`src/rtl/conv_pkg.sv`:
```
// Shared types and geometry helpers for the systolic convolution engine.
package conv_pkg;

  typedef enum logic [1:0] {
    S_IDLE    = 2'd0,
    S_LOAD    = 2'd1,
    S_COMPUTE = 2'd2,
    S_OUTPUT  = 2'd3
  } state_e;

  // Bits needed for a counter that takes values 0..n-1.
  function automatic int cnt_w(input int n);
    return (n <= 2) ? 1 : $clog2(n);
  endfunction

  function automatic int out_side(input int img, input int k);
    return img - k + 1;
  endfunction

  function automatic int n_out(input int img, input int k);
    return out_side(img, k) * out_side(img, k);
  endfunction

  function automatic int n_load(input int img, input int k);
    return img * img + k * k;
  endfunction

  // Derived constants for the default geometry (IMG=4, K=3).
  localparam int DEF_IMG = 4;
  localparam int DEF_K   = 3;
  localparam int OUT     = out_side(DEF_IMG, DEF_K);
  localparam int NOUT    = n_out(DEF_IMG, DEF_K);
  localparam int NLOAD   = n_load(DEF_IMG, DEF_K);
  localparam int LD_CW   = cnt_w(NLOAD);
  localparam int STEP_CW = cnt_w(DEF_K * DEF_K + 1);
  localparam int OIDX_CW = cnt_w(NOUT);

endpackage

```
`src/rtl/pe_mac.sv`:
```
// Output-stationary processing element: registered multiply, then accumulate.
module pe_mac #(
  parameter int DATA_W = 8,
  parameter int ACC_W  = 20,
  parameter int SIGNED = 0
) (
  input  logic              clk,
  input  logic              rst,
  input  logic              clr_i,
  input  logic              mul_en_i,
  input  logic              acc_en_i,
  input  logic [DATA_W-1:0] a_i,
  input  logic [DATA_W-1:0] b_i,
  output logic [ACC_W-1:0]  acc_o
);

  logic [ACC_W-1:0] a_x, b_x, prod_q, acc_q;

  // Extend operands to accumulator width; the ACC_W-bit modular product is exact
  // in two's complement because the true product fits in 2*DATA_W bits.
  assign a_x = {{(ACC_W-DATA_W){(SIGNED != 0) & a_i[DATA_W-1]}}, a_i};
  assign b_x = {{(ACC_W-DATA_W){(SIGNED != 0) & b_i[DATA_W-1]}}, b_i};

  // Product stage feeds the accumulator one cycle later.
  always_ff @(posedge clk or negedge rst) begin
    if (!rst) begin
      prod_q <= '0;
      acc_q  <= '0;
    end else if (clr_i) begin
      prod_q <= '0;
      acc_q  <= '0;
    end else begin
      if (mul_en_i) prod_q <= a_x * b_x;
      if (acc_en_i) acc_q  <= acc_q + prod_q;
    end
  end

  assign acc_o = acc_q;

endmodule

```
`src/rtl/systolic_conv_engine.sv`:
```
// Load image + kernel, run K*K broadcast steps over an OUT x OUT PE array,
// then stream converted results row-major with a valid/ready handshake.
module systolic_conv_engine
  import conv_pkg::*;
#(
  parameter int DATA_W = 8,
  parameter int IMG    = 4,
  parameter int K      = 3,
  parameter int ACC_W  = 2*DATA_W + $clog2(K*K),
  parameter int OUT_W  = 8,
  parameter int SIGNED = 0
) (
  input  logic              clk,
  input  logic              rst,
  input  logic              start,
  input  logic              sat_mode,
  output logic              busy,
  input  logic              ld_valid,
  output logic              ld_ready,
  input  logic [DATA_W-1:0] ld_data,
  output logic              out_valid,
  input  logic              out_ready,
  output logic [OUT_W-1:0]  out_data,
  output logic              out_last,
  output logic              ovf,
  output logic              done
);

  localparam int OSZ  = out_side(IMG, K);
  localparam int NRES = n_out(IMG, K);
  localparam int NLD  = n_load(IMG, K);
  localparam int NPIX = IMG * IMG;
  localparam int KK   = K * K;
  localparam int LW   = cnt_w(NLD);
  localparam int SW   = cnt_w(KK + 1);
  localparam int OW   = cnt_w(NRES);
  localparam int KW   = cnt_w(K);
  localparam int PW   = cnt_w(NPIX);
  localparam int KIW  = cnt_w(KK);

  state_e state_q, state_d;

  logic [NPIX-1:0][DATA_W-1:0] img_q;
  logic [KK-1:0][DATA_W-1:0]   ker_q;
  logic [NRES-1:0][ACC_W-1:0]  accs;
  logic [LW-1:0]  ld_cnt_q, kofs;
  logic [SW-1:0]  step_q;
  logic [KW-1:0]  ky_q, kx_q;
  logic [OW-1:0]  oidx_q;
  logic [KIW-1:0] kidx;
  logic           mac_vld_q, sat_q, ovf_q, done_q;
  logic           start_acc, ld_fire, out_fire, mul_en, in_rng;
  logic [ACC_W-1:0] sel;
  logic [OUT_W-1:0] satv, conv;

  assign start_acc = (state_q == S_IDLE) && start;
  assign ld_fire   = ld_valid && ld_ready;
  assign out_fire  = out_valid && out_ready;
  assign mul_en    = (state_q == S_COMPUTE) && (step_q < SW'(KK));
  assign kofs      = ld_cnt_q - LW'(NPIX);
  assign kidx      = KIW'(int'(ky_q) * K + int'(kx_q));

  // State register.
  always_ff @(posedge clk or negedge rst) begin
    if (!rst) state_q <= S_IDLE;
    else      state_q <= state_d;
  end

  // Next state and handshake outputs. COMPUTE holds one extra cycle so the
  // last product can drain through the PE multiply register.
  always_comb begin
    state_d   = state_q;
    busy      = 1'b1;
    ld_ready  = 1'b0;
    out_valid = 1'b0;
    case (state_q)
      S_IDLE: begin
        busy = 1'b0;
        if (start) state_d = S_LOAD;
      end
      S_LOAD: begin
        ld_ready = 1'b1;
        if (ld_valid && ld_cnt_q == LW'(NLD-1)) state_d = S_COMPUTE;
      end
      S_COMPUTE: begin
        if (step_q == SW'(KK)) state_d = S_OUTPUT;
      end
      S_OUTPUT: begin
        out_valid = 1'b1;
        if (out_ready && oidx_q == OW'(NRES-1)) state_d = S_IDLE;
      end
      default: state_d = S_IDLE;
    endcase
  end

  // Buffers, step walk, output index and sticky flags.
  always_ff @(posedge clk or negedge rst) begin
    if (!rst) begin
      img_q     <= '0;
      ker_q     <= '0;
      ld_cnt_q  <= '0;
      step_q    <= '0;
      ky_q      <= '0;
      kx_q      <= '0;
      oidx_q    <= '0;
      mac_vld_q <= 1'b0;
      sat_q     <= 1'b0;
      ovf_q     <= 1'b0;
      done_q    <= 1'b0;
    end else begin
      mac_vld_q <= mul_en;
      done_q    <= out_fire && out_last;
      if (start_acc) begin
        ld_cnt_q <= '0;
        step_q   <= '0;
        ky_q     <= '0;
        kx_q     <= '0;
        oidx_q   <= '0;
        sat_q    <= sat_mode;
        ovf_q    <= 1'b0;
      end
      if (ld_fire) begin
        if (ld_cnt_q < LW'(NPIX)) img_q[ld_cnt_q[PW-1:0]] <= ld_data;
        else                      ker_q[kofs[KIW-1:0]]    <= ld_data;
        ld_cnt_q <= ld_cnt_q + 1'b1;
      end
      if (state_q == S_COMPUTE && step_q < SW'(KK)) begin
        step_q <= step_q + 1'b1;
        // Kernel coordinates park on the last step so indices stay in range.
        if (step_q != SW'(KK-1)) begin
          if (kx_q == KW'(K-1)) begin
            kx_q <= '0;
            ky_q <= ky_q + 1'b1;
          end else begin
            kx_q <= kx_q + 1'b1;
          end
        end
      end
      if (out_valid && !in_rng) ovf_q <= 1'b1;
      if (out_fire) oidx_q <= oidx_q + 1'b1;
    end
  end

  // PE array: kernel tap broadcast, each PE sees its own shifted image pixel.
  for (genvar gi = 0; gi < OSZ; gi++) begin : g_row
    for (genvar gj = 0; gj < OSZ; gj++) begin : g_col
      logic [PW-1:0] pidx;
      assign pidx = PW'((gi + int'(ky_q)) * IMG + gj + int'(kx_q));
      pe_mac #(.DATA_W(DATA_W), .ACC_W(ACC_W), .SIGNED(SIGNED)) u_pe (
        .clk      (clk),
        .rst      (rst),
        .clr_i    (start_acc),
        .mul_en_i (mul_en),
        .acc_en_i (mac_vld_q),
        .a_i      (img_q[pidx]),
        .b_i      (ker_q[kidx]),
        .acc_o    (accs[gi*OSZ+gj])
      );
    end
  end

  // Range check and saturate/wrap of the currently selected accumulator.
  always_comb begin
    sel = accs[oidx_q];
    if (SIGNED != 0) begin
      in_rng = (&sel[ACC_W-1:OUT_W-1]) | ~(|sel[ACC_W-1:OUT_W-1]);
      satv   = sel[ACC_W-1] ? {1'b1, {(OUT_W-1){1'b0}}} : {1'b0, {(OUT_W-1){1'b1}}};
    end else begin
      in_rng = ~(|sel[ACC_W-1:OUT_W]);
      satv   = '1;
    end
    conv = (!in_rng && sat_q) ? satv : sel[OUT_W-1:0];
  end

  assign out_data = out_valid ? conv : '0;
  assign out_last = out_valid && (oidx_q == OW'(NRES-1));
  assign ovf      = ovf_q;
  assign done     = done_q;

endmodule

```
`config.mk`:
```
export PLATFORM = sky130hd
export DESIGN_NAME = systolic_conv_engine
export DESIGN_NICKNAME = d
export VERILOG_FILES = /design/src/rtl/conv_pkg.sv /design/src/rtl/pe_mac.sv /design/src/rtl/systolic_conv_engine.sv
export SDC_FILE = /design/constraint.sdc
export NUM_CORES = 1
export LEC_CHECK = 0
export BUFFER_PORTS_ARGS = -buffer_cell sky130_fd_sc_hd__buf_2
export CAP_MARGIN = 20
export CORE_ASPECT_RATIO = 0.8
export CORE_MARGIN = 4
export CORE_UTILIZATION = 60
export DETAILED_ROUTE_END_ITERATION = 7
export PLACE_DENSITY_LB_ADDON = 0.25
export SLEW_MARGIN = 30
export SYNTH_ARGS = -nofsm -noshare
export SYNTH_HDL_FRONTEND = slang
export SYNTH_HIERARCHICAL = 1
export SYNTH_SLANG_ARGS = --single-unit
```
`constraint.sdc`:
```
create_clock -name clk -period 23.7 [get_ports clk]
set_input_delay 0 -clock clk [delete_from_list [all_inputs] [get_ports clk]]
set_output_delay 0 -clock clk [all_outputs]
set_load 0.01 [all_outputs]
```
==> results of run 1 <==
## metrics by stage
step           setup WS, ps  std cells  hold slack [ps]
2_1_floorplan         16110       2735             -296
3_3_place_gp          16250       3348              114
3_5_place_dp          16040       3348              131
4_1_cts               16040       3429             9.00
5_1_grt               15530       3431             34.2
6_report              16040       3431             41.3
## cells in the final DEF, fill, tap and decap left out, drive strengths merged, types with 46 or more instances in the layout
| master | n |
|---|---|
| buf | 47 |
| fa | 150 |
| mux2 | 209 |
| xnor2 | 51 |
| mux2i | 72 |
| nand2 | 171 |
| a21oi | 88 |
| dfrtp | 365 |
| a21o | 46 |
| nor2 | 173 |
| ha | 229 |
| mux4 | 120 |
| clkbuf | 60 |
| o21ai | 84 |
| inv | 221 |
| nand3 | 59 |
| and2 | 217 |
## power groups by stage
stage,combinational (W),clock (W),sequential [W]
after floorplan,0.000911,0,0.000834
after global routing,0.00133,0.000741,0.000917
after CTS,0.00123,0.000716,0.000895
after detailed placement,0.00122,0,0.000905
after global placement,0.00118,0,0.000890
final,0.00124,0.000702,0.000900
## path summary, 6_finish.rpt
path                            start                                 to  slack (ps)  depth (start not counted)
setup / recovery              ky_q[1]  g_row[1].g_col[0].u_pe/prod_q[15]       16040                         22
hold / removal             ld_data[7]                           img_q[7]          40                          2
setup reg to reg              ky_q[1]  g_row[1].g_col[0].u_pe/prod_q[15]       16040                         22
hold reg to reg                   ovf                                ovf         490                          2
max in group asynchronous         rst                          mac_vld_q       20810                          6
min in group asynchronous         rst   g_row[0].g_col[1].u_pe/acc_o[19]         430                          3
## area by class of cell
| cell class | instances | area [µm²] | area share, % |
|---|---|---|---|
| Sequential cell | 365 | 9140 | 28.4 |
| Multi-Input combinational cell | 2050 | 19500 | 60.5 |
| Inverter | 221 | 832 | 2.59 |
| Timing Repair Buffer | 53 | 383 | 1.19 |
| Clock inverter | 16 | 269 | 0.837 |
| Clock buffer | 60 | 1240 | 3.85 |
| Tap cell | 666 | 833 | 2.59 |
## worst max-delay path, stage by stage (launching register included)
cell	delay, ps
dfrtp_1	850
fa_1	540
ha_1	210
fa_1	690
nor4b_2	700
nand2_1	140
o21ai_2	80
buf_4	340
nand2_1	140
fa_1	520
fa_1	560
inv_1	60
fa_1	530
inv_1	50
fa_1	530
inv_1	40
ha_1	380
a21o_1	220
a311oi_1	280
o21a_1	250
a21oi_1	100
xnor2_1	130
a22o_1	180
## sequential cells by signal, summed over array words and instances (netlist names), 2 cells and up
| register | flops |
|---|---|
| ker_q | 72 |
| state_q | 2 |
| img_q | 128 |
| oidx_q | 2 |
| g_row.g_col.u_pe/prod_q | 64 |
| step_q | 4 |
| kx_q | 2 |
| g_row.g_col.u_pe/acc_o | 80 |
| ld_cnt_q | 5 |
| ky_q | 2 |
## kinds of logic (layout without fill, tap and decap cells)
family	after synthesis	after routing	synth area share, %
AND/OR/NAND/NOR	772	772	13.4
AO/OA/AOI/OAI	422	422	10.0
multiplexers	401	401	19.5
adder cells (fa/ha/maj)	379	379	19.6
flip-flops	365	365	30.5
buffers and inverters	320	350	4.69
XOR/XNOR	76	76	2.30
## per-layer routing
| layer | part of all wire, % | track usage [%] |
|---|---|---|
| met4 | 2.7 | 7.71 |
| met3 | 7.3 | 5.65 |
| met1 | 44 | 39.8 |
| met2 | 46 | 42.5 |
| met5 | 0.023 | 0 |
## Yosys cell counts (all sizes together), types with 17 or more instances
cell type | number | area [µm²]
dfrtp | 365 | 9130
ha | 229 | 2870
inv | 220 | 826
and2 | 217 | 1360
mux2 | 209 | 2360
nor2 | 173 | 679
nand2 | 171 | 652
fa | 150 | 3000
mux4 | 120 | 2750
a21oi | 88 | 452
o21ai | 84 | 443
mux2i | 72 | 721
nand3 | 59 | 295
buf | 51 | 345
xnor2 | 51 | 462
clkbuf | 48 | 230
a21o | 46 | 350
a211oi | 39 | 328
a31oi | 26 | 193
nor3 | 25 | 130
xor2 | 25 | 226
a22o | 24 | 210
and3 | 24 | 158
nand4 | 23 | 144
nor2b | 18 | 113
o211ai | 17 | 133
o21a | 17 | 133
## timing repair
action	CTS	global route
hold buffers	5	1
setup endpoints to repair	0	0
buffers inserted	0	0
endpoints found under the hold margin	129	36
==> results by group, run 1 <==
Run status
  – Status: finished, final reports clean

STA
  – Final Critical Period: 7660 ps
  – Slew margin rel.: 36.4%
  – Final setup vio count: 0
  – Slew of the pin with the lowest slew margin: 953 ps
  – Period utilization: 32.3%
  – Count of final max-slew check failures: 0
  – Max Clock Freq: 0.131 GHz
  – Hold Vio Cnt, Final: 0
  – RSZ-0062 raised after global routing: false
  – Setup Total Neg Slack: 0 ps
  – Setup Skew: 39.0 ps

Synth
  – Flops & latches, synth: 365
  – Post-synth EDFFs: 0
  – Ys flop type: dfrtp_1
  – Yosys warning count: 6
  – Post-Synthesis Cells: 2,735
  – Synthesized cell area: 29,900 µm²
  – Seq/Total Area, Yosys: 30.5%
  – Fraction of registers with async set/reset: 100%
  – Netlist cell types: 98
  – Syn Nets: 3,128
  – Synthesized area per cell: 10.9 µm²

Floorplan
  – Die Span X: 258 µm
  – Initial core utilization: 61.3%
  – Die Height: 208 µm
  – Rows: 72
  – Die area: 53,600 µm²
  – Core Box Area: 48,800 µm²
  – IO Pins: 28

Final layout
  – Fraction of layout cells with a size suffix above 1: 18.3%
  – P&R area growth vs syn: 7.39%
  – Fillers: 3,687
  – Design Area, Final: 32,200 µm²
  – Nets: 3,125
  – # diodes: 0
  – Util after Layout: 65.9%

Critical path
  – Critical path arrival: 8130 ps
  – Crit path max fanout: 32
  – Critical Path Source Type: flip-flop
  – Critical Path RT: 24,170 ps
  – Worst setup EP type: flip-flop
  – Crit Path Category: flip-flop to flip-flop

Global routing
  – Total global routing track utilization: 27.5%
  – Vias in the first global route: 22,100
  – Total gr overflow: 0
  – Largest net degree at the start of global routing: 122
  – Initial antenna violation count: 2
  – First-pass GRT wire length: 120,000 µm

Clock network
  – H-tree depth: 2
  – Reg clk slew, reported paths: 60 ps
  – CTS resizes: 0
  – CTS root buffer: clkbuf_16
  – Num CTS Buffers: 41
  – Clock sinks: 365
  – TritonCTS clock tree: yes
  – CTS Buffer Depth: 3
  – Worst-Skew Late Latency: 600 ps

Worst hold path
  – Hold crit path type: primary input to flip-flop

Detailed routing
  – Residual DRC: 0
  – DR vias: 21,700
  – First-pass detailed-route iteration total: 6
  – Initial drt markers: 1,831
  – Antenna-violating nets left: 0
  – Wire per inst: 21.3 µm
  – Via/cell ratio: 6.34
  – WL final: 73,200 µm

Run
  – Max cap viols: 0

Power and ir drop
  – Leakage: 15.8 nW
  – Clock share of power: 24.7%
  – Sw Share: 40.9%
  – Combinational power share: 43.6%
  – Pwr dens: 88.3 nW/µm²
  – Seq pwr share: 31.7%
  – NetSw: 0.00116 W
  – Final Power: 0.00284 W
  – Max VDD drop: 0.0000932 V
  – Internal power: 0.00168 W

Placed design
  – Hpwl dp: 53,200 µm
  – I/O Buffers: 27
  – Global placer's final weighted congestion: 0.907
  – Post-placement cell area: 30,600 µm²
Power figures use the tool's default switching activity.
==> run 2, diff against run 1 <==
--- a/config.mk
+++ b/config.mk
@@ -9,7 +9,7 @@
 export CAP_MARGIN = 20
 export CORE_ASPECT_RATIO = 0.8
 export CORE_MARGIN = 4
-export CORE_UTILIZATION = 60
+export CORE_UTILIZATION = 59
 export DETAILED_ROUTE_END_ITERATION = 7
 export PLACE_DENSITY_LB_ADDON = 0.25
 export SLEW_MARGIN = 30
==> constraint.sdc (replaced) <==
create_clock -name clk -period 6.6 [get_ports clk]
set_input_delay 0 -clock clk [delete_from_list [all_inputs] [get_ports clk]]
set_output_delay 0 -clock clk [all_outputs]
set_load 0.01 [all_outputs]
==> results by group, run 2 (synthesized netlist as in run 1, its figures left out) <==
Final layout
  – Nets: 3,161 (+1.2%)
  – Most common cell after layout, fill and taps aside: dfrtp_1
  – P&R area growth vs syn: 9.17%
  – Fraction of layout cells with a size suffix above 1: 19.4% (+1.1 points)
  – Design Area, Final: 32,700 µm² (+1.7%)
  – Most frequent cells in the layout: dfrtp_1, ha_1, inv_1
  – # diodes: 0 (unchanged)
  – Top reg by flops: img_q
  – Final non-filler cell total: 3,473 (+1.2%)
  – Max FFs per register: 128 (unchanged)
  – Fillers: 3,788 (+2.7%)

Placed design
  – Post-Place Cells: 3,385 (+1.1%)
  – Post-placement cell area: 30,900 µm² (+1.2%)
  – I/O Buffers: 27 (unchanged)
  – Global placer's final weighted congestion: 0.889 (-2.0%)
  – Hpwl dp: 54,000 µm (+1.4%)

Detailed routing
  – Via/cell ratio: 6.28 (-0.92%)
  – DR vias: 21,800 (+0.29%)
  – Wire per inst: 21.7 µm (+1.6%)
  – Residual DRC: 0 (unchanged)
  – First-pass detailed-route iteration total: 5 (-1)
  – Antenna-violating nets left: 0 (unchanged)
  – WL final: 75,300 µm (+2.9%)
  – Initial drt markers: 1,800 (-1.7%)

Power and ir drop
  – Pwr dens: 318 nW/µm² (+260%)
  – Max VDD drop: 0.000543 V (+480%)
  – Leakage: 16.1 nW (+1.5%)
  – Final Power: 0.0104 W (+270%)

Global routing
  – Largest net degree at the start of global routing: 175 (+43%)
  – Initial antenna violation count: 4 (+2)
  – Vias in the first global route: 22,600 (+2.0%)
  – First-pass GRT wire length: 121,000 µm (+0.55%)
  – Total global routing track utilization: 27.5% (about the same)
  – Total gr overflow: 0 (unchanged)

STA
  – Count of final max-slew check failures: 0 (unchanged)
  – Final setup vio count: 0 (unchanged)
  – Period utilization: 96.5% (+64 points)
  – Final Critical Period: 6370 ps (-1290 ps)
  – Slew margin rel.: 37.2% (+0.75 points)
  – Setup Skew: 53.9 ps (+14.8 ps)
  – Max Clock Freq: 0.157 GHz (+20%)
  – Setup Total Neg Slack: 0 ps (unchanged)
  – Slew of the pin with the lowest slew margin: 929 ps (-23.9 ps)
  – Hold Vio Cnt, Final: 0 (unchanged)

Floorplan
  – Rows: 73 (+1.4%)
  – Die area: 54,400 µm² (+1.6%)
  – IO Pins: 28 (unchanged)
  – Core Box Area: 50,000 µm² (+2.3%)
  – Die Height: 210 µm (+0.81%)
  – Die Span X: 260 µm (+0.82%)
  – Initial core utilization: 59.9% (-1.4 points)

Worst hold path
  – Hold crit path type: primary input to async pin

Run
  – Max cap viols: 0 (unchanged)

Critical path
  – Critical Path Source Type: flip-flop
  – Critical Path RT: 7130 ps (-17,040 ps)
  – Worst setup EP type: flip-flop
  – Critical path arrival: 6900 ps (-1230 ps)
  – Crit path max fanout: 24 (-25%)
  – Crit Path Category: flip-flop to flip-flop

Clock network
  – TritonCTS clock tree: yes
  – Reg clk slew, reported paths: 70 ps (about the same)
  – CTS Buffer Depth: 3 (unchanged)
  – Num CTS Buffers: 42 (+2.4%)
  – H-tree depth: 2 (unchanged)
  – CTS root buffer: clkbuf_16
  – Worst-Skew Late Latency: 600 ps (about the same)
  – Clock sinks: 365 (unchanged)

Run status
  – Status: finished, final reports clean
[run 2: cell count changes in the layout (fill, tap and decap cells not counted), sizes merged]
cell,change
inv,-1
clkbuf,-1
clkinvlp,-2
buf,+31
clkinv,+5
dlygate4sd3,+1
[run 2: final timing paths]
| check | cells after the start | slack (ps) | start | end |
|---|---|---|---|---|
| setup / recovery | 22 | 230 | kx_q[1] | g_row[0].g_col[1].u_pe/prod_q[15] |
| hold / removal | 2 | 20 | rst | g_row[0].g_col[1].u_pe/acc_o[17] |
| setup reg to reg | 22 | 230 | kx_q[1] | g_row[0].g_col[1].u_pe/prod_q[15] |
| hold reg to reg | 2 | 480 | ovf | ovf |
| max in group asynchronous | 4 | 5230 | rst | img_q[85] |
| min in group clk | 2 | 60 | ld_data[4] | ker_q[36] |
[run 2: where the power goes]
group	internal, W	switching [W]	leakage [nW]
combinational	0.00203	0.00273	10.4
clock	0.00147	0.00101	0.722
sequential	0.00271	0.000472	4.93
[run 2: critical path, stage by stage, from the launching register on]
cell,delay (ps)
dfrtp_2,420
fa_1,540
ha_1,170
fa_2,480
nor4b_4,280
buf_4,200
nand2_1,70
o21ai_2,90
buf_4,310
and2_1,190
fa_1,420
fa_1,490
fa_1,550
inv_1,50
fa_1,520
inv_1,40
ha_1,320
a21oi_1,130
o21ai_0,150
nand4bb_1,260
a2111oi_0,430
a31oi_1,70
nand2_1,80
[run 2: final cells by class]
class | count | area (µm²) | share of cell area, %
inverters | 221 | 832 | 2.55
clock inverters | 18 | 280 | 0.857
flip-flops and latches | 365 | 9140 | 28.0
repair buffers | 88 | 873 | 2.67
clock buffers | 56 | 1180 | 3.62
multi-input cells | 2050 | 19500 | 59.8
well taps | 675 | 845 | 2.58
[run 2: repair_timing]
action                                  CTS  global route
cloned                                    0             3
endpoints found under the setup margin    1            26
pin swaps                                 1             4
hold buffers                              7             0
resized for setup                         0            22
setup buffers                             0             3
endpoints found under the hold margin   101             0
[run 2: stage by stage]
step / setup WS, ps / hold WS, ps / utilization [%]
finish: 228 / 19.2 / 65.4
global route: -18.0 / 34.9 / 65.4
global placement: 222 / 33.0 / 61.9
CTS: 25.3 / 8.33 / 65.0
floorplan: 95.1 / -296 / -
detailed placement: 41.2 / 41.9 / 61.9
[run 2: routing by layer]
metal  share of wire, %  track usage, %
met5              0.045               0
met4                2.7            7.53
met3                8.8            7.07
met2                 47            43.9
met1                 42            37.7
==> run 3, diff against run 2 <==
--- a/config.mk
+++ b/config.mk
@@ -7,9 +7,11 @@
 export LEC_CHECK = 0
 export BUFFER_PORTS_ARGS = -buffer_cell sky130_fd_sc_hd__buf_2
 export CAP_MARGIN = 20
+export CELL_PAD_IN_SITES_DETAIL_PLACEMENT = 1
+export CELL_PAD_IN_SITES_GLOBAL_PLACEMENT = 1
 export CORE_ASPECT_RATIO = 0.8
 export CORE_MARGIN = 4
-export CORE_UTILIZATION = 59
+export CORE_UTILIZATION = 48
 export DETAILED_ROUTE_END_ITERATION = 7
 export PLACE_DENSITY_LB_ADDON = 0.25
 export SLEW_MARGIN = 30
==> constraint.sdc (replaced) <==
create_clock -name clk -period 6.6 [get_ports clk]
set_input_delay 0 -clock clk [delete_from_list [all_inputs] [get_ports clk]]
set_output_delay 0 -clock clk [all_outputs]
set_load 0.05 [all_outputs]
==> results by group, run 3 (synthesized netlist as in run 1, its figures left out) <==
Detailed routing
  – DR vias: 22,700 (+3.9%)
  – First-pass detailed-route iteration total: 7 (+2)
  – WL final: 91,900 µm (+22%)
  – Initial drt markers: 1,657 (-7.9%)
  – Wire per inst: 25.1 µm (+16%)
  – Via/cell ratio: 6.20 (-1.3%)
  – Residual DRC: 0 (unchanged)
  – Antenna-violating nets left: 0 (unchanged)

Power and ir drop
  – Max VDD drop: 0.000262 V (-52%)
  – Pwr dens: 327 nW/µm² (+2.8%)
  – Leakage: 16.2 nW (+0.66%)

Final layout
  – Fillers: 6,514 (+72%)
  – Most frequent cells in the layout: dfrtp_1, ha_1, inv_1
  – Most common cell after layout, fill and taps aside: dfrtp_1
  – Util after Layout: 54.1% (-11 points)
  – Register area: 9140 µm² (unchanged)
  – Max FFs per register: 128 (unchanged)
  – Design Area, Final: 33,200 µm² (+1.7%)
  – Nets: 3,184 (+0.73%)
  – P&R area growth vs syn: 11.0%
  – Top reg by flops: img_q
  – Multi-input logic area: 19,700 µm² (+0.90%)
  – Fraction of layout cells with a size suffix above 1: 20.8% (+1.4 points)

STA
  – Setup Skew: 68.5 ps (+14.7 ps)
  – Hold Vio Cnt, Final: 0 (unchanged)
  – Slew margin rel.: 47.1% (+9.9 points)
  – Final Critical Period: 6560 ps (+185 ps)
  – Count of final max-slew check failures: 0 (unchanged)
  – Max Clock Freq: 0.153 GHz (-2.8%)
  – Period utilization: 99.3% (+2.8 points)
  – Slew of the pin with the lowest slew margin: 794 ps (-136 ps)
  – Final worst slack: 43.2 ps (-185 ps)
  – Final setup vio count: 0 (unchanged)

Clock network
  – Reg clk slew, reported paths: 70 ps (about the same)
  – H-tree depth: 2 (unchanged)
  – CTS root buffer: clkbuf_16
  – CTS Buffer Depth: 3 (unchanged)
  – Clock sinks: 365 (unchanged)
  – Worst-Skew Late Latency: 620 ps (+20 ps)
  – Num CTS Buffers: 42 (unchanged)
  – TritonCTS clock tree: yes

Global routing
  – Vias in the first global route: 24,500 (+8.5%)
  – Initial antenna violation count: 0 (-4)
  – First-pass GRT wire length: 140,000 µm (+16%)
  – Total gr overflow: 0 (unchanged)
  – Largest net degree at the start of global routing: 153 (-13%)
  – Total global routing track utilization: 26.4% (-1.0 points)

Run status
  – Status: finished, final reports clean

Floorplan
  – Die Height: 231 µm (+10%)
  – Core Box Area: 61,400 µm² (+23%)
  – Rows: 81 (+11%)
  – Initial core utilization: 48.8% (-11 points)
  – Die Span X: 287 µm (+11%)
  – IO Pins: 28 (unchanged)
  – Die area: 66,500 µm² (+22%)

Critical path
  – Worst setup EP type: flip-flop
  – CP dominant cell by count: fa_1
  – CP bufs+invs: 5 (+1)
  – Crit path cell chain: fa_1 -> ha_1 -> fa_2 -> buf_6 -> mux2i_4 -> o21ai_4 -> buf_6 -> buf_4 -> and2_1 -> fa_1 -> fa_1 -> fa_1 -> inv_1 -> fa_1 -> inv_1 -> ha_1 -> a21o_1 -> a311oi_2 -> o21a_2 -> a21oi_1 -> xnor2_1 -> a22o_1
  – Critical Path Source Type: flip-flop
  – Critical Path RT: 7090 ps (-40 ps)
  – Critical path arrival: 7050 ps (+150 ps)
  – Crit Path Category: flip-flop to flip-flop
  – Crit path max fanout: 8 (-67%)
  – Delay-heaviest family, CP: adder cells
  – Crit-path slowest cell: fa_2
  – Crit path largest cell delay: 590 ps (+40 ps)

Placed design
  – Global placer's final weighted congestion: 0.880 (-0.99%)
  – Dpl ws: -38.0 ps (-79.2 ps)
  – I/O Buffers: 27 (unchanged)
  – Hpwl dp: 63,200 µm (+17%)
  – Post-placement cell area: 31,100 µm² (+0.66%)

Worst hold path
  – Hold crit path type: primary input to flip-flop

Run
  – Max cap viols: 0 (unchanged)
run 3: cell count changes in the layout (fill, tap and decap cells not counted), sizes merged:
cell and change:
diode +1, clkbuf +11, dlygate4sd3 -1, bufinv -3, clkinvlp +3, buf +23, clkinv -7
run 3: repair_timing:
item / 4_1_cts / 5_1_grt
setup buffers: 4 / 18
pin swaps: 1 / 21
setup endpoints to repair: 8 / 26
gates resized for setup: 4 / 56
hold buffers: 5 / 1
gates cloned: 0 / 5
hold endpoints to repair: 109 / 25
run 3: stage by stage:
step / hold slack [ps] / total power (W) / std cells / setup TNS [ps]
after floorplan: -296 / 0.00639 / 2735 / 0
after global placement: 69.3 / 0.00785 / 3542 / 0
after detailed placement: 83.4 / 0.00808 / 3542 / -105
after CTS: 12.2 / 0.0107 / 3628 / 0
after global routing: 35.8 / 0.0114 / 3654 / -1780
final: 42.9 / 0.0109 / 3655 / 0
run 3: worst paths after layout:
check / start / endpoint / slack [ps] / depth (start not counted)
worst max-delay path: kx_q[1] / g_row[1].g_col[0].u_pe/prod_q[15] / 40 / 22
worst min-delay path: ld_data[5] / img_q[5] / 40 / 2
worst max register to register: kx_q[1] / g_row[1].g_col[0].u_pe/prod_q[15] / 40 / 22
worst min register to register: ker_q[63] / ker_q[63] / 490 / 1
max in group asynchronous: rst / img_q[127] / 4840 / 5
min in group asynchronous: rst / g_row[0].g_col[1].u_pe/acc_o[7] / 400 / 3
run 3: final cells by class:
type                    count  area share, %
well taps                 830           3.12
clock buffers              66           3.85
repair buffers            111           3.19
flip-flops and latches    365           27.5
diodes                      1        0.00753
multi-input cells        2050           59.3
inverters                 221           2.50
clock inverters            11          0.523
run 3: power by group:
group / switching [W] / internal [W] / leakage, nW
Sequential: 0.000574 / 0.00271 / 4.93
Combinational: 0.00308 / 0.00203 / 10.6
Clock: 0.00106 / 0.00143 / 0.700
Total: 0.00471 / 0.00617 / 16.2
run 3: per-layer routing:
layer  GRT usage [%]  share of wire [%]  routed length [µm]
met3            4.67                6.4                5850
met4            7.12                2.9                2630
met5               0                  0                   0
met1            36.1                 43               39300
met2            43.8                 48               44100
run 3: worst reg2reg max path, stage by stage, from the launching register on:
cell and delay, ps:
dfrtp_2 470, fa_1 490, ha_1 210, fa_2 590, buf_6 210, mux2i_4 300, o21ai_4 120, buf_6 160
buf_4 150, and2_1 160, fa_1 480, fa_1 510, fa_1 500, inv_1 70, fa_1 540, inv_1 60
ha_1 350, a21o_1 220, a311oi_2 250, o21a_2 190, a21oi_1 90, xnor2_1 140, a22o_1 190
